==> src/rtl/cpu_pkg.sv <==
// -----------------------------------------------------------------------------
// cpu_pkg
//   Shared definitions for the accumulator CPU: default widths, opcode and
//   ALU select encodings, sequencer state encoding, and the opcode -> ALU
//   function mapping used by the control unit.
// -----------------------------------------------------------------------------
package cpu_pkg;

  localparam int CPU_OP_W      = 3;
  localparam int CPU_ALU_SEL_W = 2;
  localparam int CPU_ICNT_W    = 16;

  localparam logic [2:0] OP_NOR = 3'b000;
  localparam logic [2:0] OP_ADD = 3'b001;
  localparam logic [2:0] OP_STA = 3'b010;
  localparam logic [2:0] OP_JCC = 3'b011;
  localparam logic [2:0] OP_LDA = 3'b100;
  localparam logic [2:0] OP_SUB = 3'b101;
  localparam logic [2:0] OP_JMP = 3'b110;
  localparam logic [2:0] OP_NOP = 3'b111;

  localparam logic [1:0] ALU_NOR  = 2'b00;
  localparam logic [1:0] ALU_ADD  = 2'b01;
  localparam logic [1:0] ALU_SUB  = 2'b10;
  localparam logic [1:0] ALU_PASS = 2'b11;

  typedef enum logic [3:0] {
    S_INIT    = 4'd0,
    S_FETCH   = 4'd1,
    S_LOAD_IR = 4'd2,
    S_DECODE  = 4'd3,
    S_EXEC    = 4'd4,
    S_STORE   = 4'd5,
    S_JUMP    = 4'd6,
    S_CLRC    = 4'd7,
    S_HALT    = 4'd8
  } state_t;

  // ALU function for the arithmetic/load opcodes; LDA passes the operand.
  function automatic logic [1:0] alu_sel(input logic [2:0] op);
    case (op)
      OP_ADD:  alu_sel = ALU_ADD;
      OP_SUB:  alu_sel = ALU_SUB;
      OP_LDA:  alu_sel = ALU_PASS;
      default: alu_sel = ALU_NOR;
    endcase
  endfunction

endpackage

==> src/rtl/control_unit.sv <==
// -----------------------------------------------------------------------------
// control_unit
//   Multi-cycle sequencer of the accumulator CPU. Walks fetch / load IR /
//   decode / execute-store-jump and drives every datapath strobe. Outputs are
//   Moore and registered: they are decoded from the next state and loaded
//   together with the state register, so they change only on ce-qualified
//   clock edges (or asynchronously to INIT values on rst).
//
//   Build option: define HALT_EN to make opcode 111 stop the core in an
//   absorbing HALT state; otherwise 111 is a NOP and halted is tied 0.
//
// Ports
//   clk, rst        clock (rising edge), async active-high reset
//   ce              clock enable for state, strobes and counter
//   code_op         latched opcode from the instruction register
//   carry           registered carry flag (JCC condition)
//   init_PC/inc_PC/load_PC        program counter controls
//   load_RI                       instruction register load
//   sel_adr, mem_en, mem_we       memory address mux / access / write
//   load_ACC, load_carry, clear_carry, sel_ual   accumulator/ALU controls
//   halted                        core stopped (HALT_EN builds only)
//   instr_count                   retired-instruction counter, wraps
//
// state     | meaning
// ----------+--------------------------------------------------------------
// S_INIT    | clear PC, entered on reset or from an illegal encoding
// S_FETCH   | read instruction at PC
// S_LOAD_IR | latch instruction, advance PC
// S_DECODE  | read operand at ADR_RI, branch on opcode
// S_EXEC    | ALU result into ACC (carry updated for ADD/SUB)
// S_STORE   | write ACC to mem[ADR_RI]
// S_JUMP    | PC <= ADR_RI
// S_CLRC    | JCC not taken: clear carry
// S_HALT    | stopped until reset (HALT_EN only)
// -----------------------------------------------------------------------------
module control_unit
  import cpu_pkg::*;
#(
  parameter int OP_W      = CPU_OP_W,
  parameter int ALU_SEL_W = CPU_ALU_SEL_W,
  parameter int ICNT_W    = CPU_ICNT_W
) (
  input  logic                 clk,
  input  logic                 rst,
  input  logic                 ce,
  input  logic [OP_W-1:0]      code_op,
  input  logic                 carry,
  output logic                 init_PC,
  output logic                 inc_PC,
  output logic                 load_PC,
  output logic                 load_RI,
  output logic                 sel_adr,
  output logic                 mem_en,
  output logic                 mem_we,
  output logic                 load_ACC,
  output logic                 load_carry,
  output logic                 clear_carry,
  output logic [ALU_SEL_W-1:0] sel_ual,
  output logic                 halted,
  output logic [ICNT_W-1:0]    instr_count
);

  state_t state_q;
  state_t state_d;
  logic   count_en;

  logic                 init_pc_d, inc_pc_d, load_pc_d, load_ri_d;
  logic                 sel_adr_d, mem_en_d, mem_we_d;
  logic                 load_acc_d, load_carry_d, clear_carry_d;
  logic [ALU_SEL_W-1:0] sel_ual_d;
  logic                 halted_d;
  logic [2:0]           op3;

  assign op3 = 3'(code_op);

  always_comb begin
    state_d = S_INIT;
    case (state_q)
      S_INIT:    state_d = S_FETCH;
      S_FETCH:   state_d = S_LOAD_IR;
      S_LOAD_IR: state_d = S_DECODE;
      S_DECODE: begin
        case (op3)
          OP_NOR, OP_ADD, OP_SUB, OP_LDA: state_d = S_EXEC;
          OP_STA:  state_d = S_STORE;
          OP_JMP:  state_d = S_JUMP;
          OP_JCC:  state_d = carry ? S_CLRC : S_JUMP;
`ifdef HALT_EN
          default: state_d = S_HALT;
`else
          default: state_d = S_FETCH;
`endif
        endcase
      end
      S_EXEC, S_STORE, S_JUMP, S_CLRC: state_d = S_FETCH;
`ifdef HALT_EN
      S_HALT:    state_d = S_HALT;
`endif
      default:   state_d = S_INIT;
    endcase
  end

  // Every instruction retires on its way back to FETCH (or into HALT); the
  // start-up INIT->FETCH step and the HALT self-loop are not instructions.
  assign count_en = ((state_d == S_FETCH) || (state_d == S_HALT)) &&
                    (state_q != S_INIT) && (state_q != S_HALT);

  // Output decode of the state about to be entered.
  always_comb begin
    init_pc_d     = 1'b0;
    inc_pc_d      = 1'b0;
    load_pc_d     = 1'b0;
    load_ri_d     = 1'b0;
    sel_adr_d     = 1'b0;
    mem_en_d      = 1'b0;
    mem_we_d      = 1'b0;
    load_acc_d    = 1'b0;
    load_carry_d  = 1'b0;
    clear_carry_d = 1'b0;
    sel_ual_d     = '0;
    halted_d      = 1'b0;
    case (state_d)
      S_INIT:    init_pc_d = 1'b1;
      S_FETCH:   mem_en_d  = 1'b1;
      S_LOAD_IR: begin
        load_ri_d = 1'b1;
        inc_pc_d  = 1'b1;
      end
      S_DECODE: begin
        sel_adr_d = 1'b1;
        mem_en_d  = 1'b1;
      end
      S_EXEC: begin
        // code_op is the IR contents, stable through the whole instruction.
        load_acc_d   = 1'b1;
        sel_ual_d    = ALU_SEL_W'(alu_sel(op3));
        load_carry_d = (op3 == OP_ADD) || (op3 == OP_SUB);
      end
      S_STORE: begin
        sel_adr_d = 1'b1;
        mem_en_d  = 1'b1;
        mem_we_d  = 1'b1;
      end
      S_JUMP:    load_pc_d     = 1'b1;
      S_CLRC:    clear_carry_d = 1'b1;
      S_HALT:    halted_d      = 1'b1;
      default:   ;
    endcase
  end

  always_ff @(posedge clk or posedge rst) begin
    if (rst) begin
      state_q     <= S_INIT;
      instr_count <= '0;
      init_PC     <= 1'b1;
      inc_PC      <= 1'b0;
      load_PC     <= 1'b0;
      load_RI     <= 1'b0;
      sel_adr     <= 1'b0;
      mem_en      <= 1'b0;
      mem_we      <= 1'b0;
      load_ACC    <= 1'b0;
      load_carry  <= 1'b0;
      clear_carry <= 1'b0;
      sel_ual     <= '0;
    end else if (ce) begin
      state_q     <= state_d;
      if (count_en) instr_count <= instr_count + ICNT_W'(1);
      init_PC     <= init_pc_d;
      inc_PC      <= inc_pc_d;
      load_PC     <= load_pc_d;
      load_RI     <= load_ri_d;
      sel_adr     <= sel_adr_d;
      mem_en      <= mem_en_d;
      mem_we      <= mem_we_d;
      load_ACC    <= load_acc_d;
      load_carry  <= load_carry_d;
      clear_carry <= clear_carry_d;
      sel_ual     <= sel_ual_d;
    end
  end

`ifdef HALT_EN
  always_ff @(posedge clk or posedge rst) begin
    if (rst)     halted <= 1'b0;
    else if (ce) halted <= halted_d;
  end
`else
  assign halted = 1'b0;
  logic unused_halt;
  assign unused_halt = halted_d;
`endif

endmodule

==> config.mk <==
export PLATFORM = sky130hd
export DESIGN_NAME = control_unit
export DESIGN_NICKNAME = d
export VERILOG_FILES = /design/src/rtl/cpu_pkg.sv /design/src/rtl/control_unit.sv
export SDC_FILE = /design/constraint.sdc
export NUM_CORES = 1
export LEC_CHECK = 0
export ABC_CLOCK_PERIOD_IN_PS = 3000
export CAP_MARGIN = 30
export CORE_MARGIN = 2
export CORE_UTILIZATION = 40
export DETAILED_ROUTE_END_ITERATION = 8
export PLACE_DENSITY_LB_ADDON = 0.2
export SLEW_MARGIN = 25
export SYNTH_ARGS = -nofsm -noshare
export SYNTH_HDL_FRONTEND = slang
export SYNTH_SLANG_ARGS = --single-unit
==> constraint.sdc <==
create_clock -name clk -period 3 [get_ports clk]
set_input_delay 0.75 -clock clk [delete_from_list [all_inputs] [get_ports clk]]
set_output_delay 0.75 -clock clk [all_outputs]
set_load 0.1 [all_outputs]
==> results of run 1 <==
[cells by family (layout without fill, tap and decap cells)]
family / after synthesis / in the layout / synth area share
and+or+nand+nor: 44 / 44 / 0.182
xor gates and xnor gates: 16 / 16 / 0.107
muxes: 1 / 1 / 0.00815
adders and majority gates: 1 / 1 / 0.00906
AOI/OAI and AO/OA: 21 / 21 / 0.108
buffers and inverters: 12 / 53 / 0.0389
DFF: 30 / 30 / 0.544
other: 1 / 1 / 0.00271
[worst max-delay path, cell delays in order]
cell                              delay [ns]
sky130_fd_sc_hd__clkdlybuf4s50_1        0.49
sky130_fd_sc_hd__buf_4                  0.17
sky130_fd_sc_hd__inv_1                  0.13
sky130_fd_sc_hd__o22ai_1                0.53
sky130_fd_sc_hd__mux2_2                 0.40
[per-layer routing]
| layer | up-vias | GRT usage |
|---|---|---|
| li1 | 524 | - |
| met1 | 512 | 0.205 |
| met2 | 26 | 0.234 |
| met3 | 4 | 0.0450 |
| met4 | 0 | 0.0833 |
| met5 | - | 0 |
[power breakdown]
group	total, mW	switching, mW	internal (mW)
logic	0.820	0.643	0.177
registers	0.575	0.0930	0.482
clock network	0.220	0.126	0.0932
total	1.62	0.862	0.753
[how the worst max path moves through the flow]
| stage | start | cells after the start | to |
|---|---|---|---|
| final | ce | 5 | instr_count[1] |
| after floorplan | instr_count[7] | 4 | instr_count[15] |
| after global routing | ce | 5 | instr_count[1] |
| after global placement | ce | 5 | instr_count[1] |
| after CTS | ce | 5 | instr_count[1] |
| after detailed placement | ce | 5 | instr_count[1] |
[layout by cell type (no fill, tap or decap), types with 5 or more instances in the layout]
cell type	Yosys	routed
sky130_fd_sc_hd__clkbuf_4	0	5
sky130_fd_sc_hd__inv_1	8	8
sky130_fd_sc_hd__nand2_1	9	9
sky130_fd_sc_hd__buf_4	2	31
sky130_fd_sc_hd__nor2_1	6	6
sky130_fd_sc_hd__xnor2_1	11	11
sky130_fd_sc_hd__nand4_1	5	5
sky130_fd_sc_hd__dfrtp_1	29	29
sky130_fd_sc_hd__nand3_1	9	9
sky130_fd_sc_hd__clkdlybuf4s50_1	0	6
[cell type report]
cell class / instances / share of cell area
clock buffers: 8 / 0.0278
inverters: 8 / 0.0171
multi-input cells: 84 / 0.328
flip-flops and latches: 30 / 0.428
well taps: 46 / 0.0328
repair buffers: 37 / 0.167
[stage by stage]
stage               hold WS (ns)  setup slack [ns]  cell area [um2]  utilization
CTS                        0.494             0.751             1760        0.526
finish                     0.490             0.740             1760        0.526
global placement           0.468             0.453             1710        0.512
floorplan                  0.524             0.680             1380            -
detailed placement         0.475             0.403             1710        0.512
global route               0.511             0.628             1760        0.526
==> results.json, run 1 <==
{
  "outcome": "finished, final reports clean",
  "vias": 1066,
  "wl_per_cell_um": 12.9,
  "ff2ff_setup_slack_ns": 1.28,
  "numPlacedInstances": 205,
  "row_count": 21,
  "antenna_found_initial": 0,
  "synth_top_area_share": 0.525,
  "relSlewSlack": 0.572,
  "fp.dieW_um": 62.8,
  "postSynth.asyncResetShare": 1.00,
  "powerDensity_nw_per_um2": 919,
  "area_delta_synth_final_pct": 27.2,
  "post_cts_buffers": 0,
  "n_antenna_cell": 0,
  "slew_viol_final": 0,
  "timing.hold.worst.start": "load_PC",
  "dp.final_hpwl_um": 2070,
  "drt.antenna.violating_nets": 0,
  "top_register": "instr_count",
  "synthCells": 126,
  "htreeDepth": 2,
  "floorplan.die_area_um2": 3940,
  "port-buffer-count": 34,
  "skew_ns": 0.0160,
  "area_of_combinational_cells_with_multiple_inputs_um2": 576,
  "io_pins": 36,
  "total_power_mw": 1.62,
  "yosysWarnings": 0,
  "final-hold-violation-count": 0,
  "worst_ir_drop_vdd_uv": 807,
  "synth_seq_cells": 30,
  "cts-hold-fix-buffers": 0,
  "met3_routed_length_um": 149,
  "arrival_ns": 2.47,
  "grt_setup_unrepaired": "no",
  "path_clk_slew_ns": 0.08,
  "drt-total-wl_um": 2740,
  "critical_path.startpoint_type": "input port",
  "post_cts.resized_instances": 0,
  "worstHoldPathCells": 1,
  "first_global_vias": 1046,
  "min_period_ns": 2.26,
  "synth_area_leaders": "sky130_fd_sc_hd__dfrtp_1 53%, sky130_fd_sc_hd__xnor2_1 7.0%, sky130_fd_sc_hd__nand3_1 3.3%",
  "fmaxAchievable_ghz": 0.443,
  "n_fill_cell": 311,
  "synth-edff-count": 0,
  "biggestRegsByFlops": "instr_count: 16 flops, state_q: 3 flops, sel_ual: 2 flops",
  "overflow_left_after_global_routing": 0,
  "crit_path_end_kind": "flip-flop",
  "leakage_power_summed_over_all_cells_nw": 0.849,
  "vias_per_cell": 5.00,
  "max-clock-path-buffers": 2,
  "syn-num-nets": 134,
  "die-height_um": 62.8,
  "post-route-period-util": 0.753,
  "worstHoldEndpoint": "load_PC",
  "core_area_um2": 3340,
  "detail_route.first_pass.iterations": 4,
  "ys_types": 35,
  "r2r_cells": 4,
  "clkLatencyLatePin_ns": 0.33,
  "synth_commonest_cells": "29 x sky130_fd_sc_hd__dfrtp_1, 11 x sky130_fd_sc_hd__xnor2_1, 9 x sky130_fd_sc_hd__nand2_1, 9 x sky130_fd_sc_hd__nand3_1, 8 x sky130_fd_sc_hd__inv_1",
  "drive_above_1_share": 0.257,
  "post_synth_instance_area_um2": 1380,
  "master_cell_of_the_clock_root_buffer": "sky130_fd_sc_hd__clkbuf_4",
  "clock_sinks": 30,
  "layout.cells.non_filler": 213,
  "synth.yosys.seq_area_share": 0.544,
  "synthMostInstantiatedCell": "sky130_fd_sc_hd__dfrtp_1",
  "maximum_number_of_pins_on_one_net_before_global_route_repair": 31,
  "layout.nets": 174,
  "numCtsBuffers": 5,
  "top_layer": "met4",
  "timing.critical_path.fanout_max": 11,
  "setup_viol_count_final": 0,
  "timing.rr.end": "instr_count[15]",
  "gp_congestion": 0.800,
  "ys_dominant_reg_cell": "sky130_fd_sc_hd__dfrtp_1",
  "track_usage": 0.156,
  "tritoncts": "yes",
  "r2r-start": "instr_count[5]",
  "max_slew.worst_pin.slew_ns": 0.635,
  "path_class": "in -> reg",
  "register_area_um2": 752,
  "timing.critical_path.required_ns": 3.21,
  "timing.hold.worst.class": "reg -> reg",
  "detailedRoute.firstIterationViolations": 29,
  "setup_total_negative_slack_ns": 0,
  "largest_reg_flops": 16,
  "drt_drc_violations_left": 0,
  "route.met2.wl_um": 1250,
  "yosys.area.top_type": "sky130_fd_sc_hd__dfrtp_1",
  "max-cap-violations": 0,
  "syn_area_cell_um2": 11.0,
  "grt_first_pass_wirelength_um": 4730,
  "detail_route.wirelength.met1_um": 1300,
  "starting_density_of_the_core": 0.414
}
(Power assumes the default switching activity.)
==> run 2, diff against run 1 <==
--- a/config.mk
+++ b/config.mk
@@ -5,7 +5,7 @@
 export SDC_FILE = /design/constraint.sdc
 export NUM_CORES = 1
 export LEC_CHECK = 0
-export ABC_CLOCK_PERIOD_IN_PS = 3000
+export ABC_CLOCK_PERIOD_IN_PS = 2050
 export CAP_MARGIN = 30
 export CORE_MARGIN = 2
 export CORE_UTILIZATION = 40
==> constraint.sdc (replaced) <==
create_clock -name clk -period 2.05 [get_ports clk]
set_input_delay 0.5125 -clock clk [delete_from_list [all_inputs] [get_ports clk]]
set_output_delay 0.5125 -clock clk [all_outputs]
set_load 0.1 [all_outputs]
==> run 2 against run 1 <==
Against the previous run: non-clock buffer count increased by 11; wire length increased by 6.6%; first-iteration DRC count increased by 69%; register-to-register slack got worse by 0.87 ns; power increased by 67%; final area increased by 19%; utilization increased by 9.7 points; via count increased by 6.1%; combinational power increased by 67%; sequential power increased by 51%; critical endpoint unchanged; largest cell class unchanged; largest power group unchanged.
==> results.json, run 2 (synthesized netlist as in run 1, its figures left out) <==
{
  "cts-hold-fix-buffers": 0,
  "detailedRoute.firstIterationViolations": 49,
  "gp_congestion": 0.888,
  "worst_ir_drop_vdd_uv": 933,
  "htreeDepth": 2,
  "overflow_left_after_global_routing": 0,
  "placement.cell_area_um2": 2000,
  "layout_common_cells": "26 x sky130_fd_sc_hd__buf_4, 18 x sky130_fd_sc_hd__dfrtp_1, 16 x sky130_fd_sc_hd__buf_12, 11 x sky130_fd_sc_hd__xnor2_1, 11 x sky130_fd_sc_hd__dfrtp_2",
  "starting_density_of_the_core": 0.414,
  "tritoncts": "yes",
  "timing.critical_path.fanout_max": 11,
  "power.internal_mw": 1.39,
  "layout.cells.non_filler": 224,
  "pre_cts_slack_ns": -0.0383,
  "crit_path_end_kind": "flip-flop",
  "p_sw_frac": 0.487,
  "seq_power_share": 0.322,
  "fin_worst_hold_slack_ns": 0.488,
  "antenna_found_initial": 0,
  "total_switching_power_mw": 1.32,
  "fmaxAchievable_ghz": 0.569,
  "area_delta_synth_final_pct": 50.7,
  "n_antenna_cell": 0,
  "timing.hold.worst.class": "reg -> reg",
  "vias_per_cell": 5.05,
  "drt.antenna.violating_nets": 0,
  "postLayoutCellArea_um2": 2080,
  "path_clk_slew_ns": 0.10,
  "drt-total-wl_um": 2920,
  "powerDensity_nw_per_um2": 1300,
  "p_comb_frac": 0.508,
  "largest_reg_flops": 16,
  "max-clock-path-buffers": 2,
  "clkLatencyLatePin_ns": 0.33,
  "clock_group_share_of_total_power": 0.170,
  "setup_viol_count_final": 0,
  "core_area_um2": 3340,
  "drt_drc_violations_left": 0,
  "timing.final.ws_setup_ns": 0.293,
  "track_usage": 0.166,
  "top_register": "instr_count",
  "leakage_power_summed_over_all_cells_nw": 0.956,
  "maximum_number_of_pins_on_one_net_before_global_route_repair": 31,
  "post-route-period-util": 0.857,
  "post_cts_buffers": 0,
  "post_cts.resized_instances": 0,
  "row_count": 21,
  "master_cell_of_the_clock_root_buffer": "sky130_fd_sc_hd__clkbuf_4",
  "min_period_ns": 1.76,
  "mostFrequentLayoutCell": "sky130_fd_sc_hd__buf_4",
  "slew_viol_final": 0,
  "drive_above_1_share": 0.382,
  "floorplan.die_area_um2": 3940,
  "skew_ns": 0.00833,
  "numCtsBuffers": 5,
  "layout.nets": 185,
  "core_occupancy_in_the_finished_layout": 0.624,
  "die-height_um": 62.8,
  "max-cap-violations": 0,
  "timing.critical_path.required_ns": 2.27,
  "wl_per_cell_um": 13.1,
  "first_global_vias": 1149,
  "io_pins": 36,
  "vias": 1131,
  "grt_setup_unrepaired": "no",
  "clock_sinks": 30,
  "final-hold-violation-count": 0,
  "dp.final_hpwl_um": 2220,
  "numPlacedInstances": 216,
  "path_class": "in -> reg",
  "port-buffer-count": 34,
  "fp.dieW_um": 62.8,
  "outcome": "finished, final reports clean",
  "detail_route.first_pass.iterations": 4,
  "arrival_ns": 1.98,
  "biggestRegsByFlops": "instr_count: 16 flops, state_q: 3 flops, sel_ual: 2 flops",
  "critical_path.startpoint_type": "input port",
  "grt_first_pass_wirelength_um": 5090
}
==> run 2: cell types whose count changed in the layout (fill, tap and decap cells not counted) <==
cell and delta:
sky130_fd_sc_hd__buf_12 +16, sky130_fd_sc_hd__buf_4 -5, sky130_fd_sc_hd__bufinv_16 +1, sky130_fd_sc_hd__clkbuf_1 -3
sky130_fd_sc_hd__clkinv_2 +2, sky130_fd_sc_hd__dfrtp_1 -11, sky130_fd_sc_hd__dfrtp_2 +11
==> run 2: final cells by class <==
cell class / instances / area [um2]
Clock inverter: 3 / 40.0
Multi-Input combinational cell: 84 / 576
Fill cell: 278 / 1250
Sequential cell: 30 / 766
Timing Repair Buffer: 48 / 576
Tap cell: 46 / 57.6
Inverter: 8 / 30.0
Clock buffer: 5 / 37.5
==> run 2: critical path: stages <==
cell and delay, ns:
sky130_fd_sc_hd__clkdlybuf4s50_1 0.49, sky130_fd_sc_hd__buf_4 0.17, sky130_fd_sc_hd__inv_1 0.08, sky130_fd_sc_hd__o22ai_1 0.20
sky130_fd_sc_hd__buf_4 0.19, sky130_fd_sc_hd__mux2_2 0.33
==> run 2: path summary, 6_finish.rpt <==
check,from,endpoint,slack (ns),cells after the start
setup / recovery,ce,instr_count[1],0.29,6
hold / removal,load_ACC,load_ACC,0.49,1
setup reg to reg,instr_count[8],instr_count[15],0.41,4
hold reg to reg,load_ACC,load_ACC,0.49,1
max in group asynchronous,rst,init_PC,1.16,3
min in group asynchronous,rst,instr_count[1],0.56,3
==> run 2: power by group through the flow <==
stage	Combinational (mW)	Clock, mW	Sequential, mW
2_1_floorplan	0.309	0	1.50
5_1_grt	1.43	0.503	0.891
3_5_place_dp	1.38	0	0.883
6_report	1.37	0.461	0.871
4_1_cts	1.38	0.473	0.872
3_3_place_gp	1.36	0	0.876
==> run 2: stage by stage <==
| stage | power, mW | TNS (ns) |
|---|---|---|
| after CTS | 2.73 | 0 |
| after detailed placement | 2.26 | -0.126 |
| after global placement | 2.24 | -0.0967 |
| after global routing | 2.83 | 0 |
| final | 2.70 | 0 |
| after floorplan | 1.81 | 0 |
==> run 2: metal layers <==
metal / up-vias / share of wire / track usage
li1: 546 / - / -
met1: 543 / 0.45 / 0.199
met2: 36 / 0.48 / 0.274
met3: 6 / 0.060 / 0.0631
met4: 0 / 0.016 / 0.0583
met5: - / 0 / 0
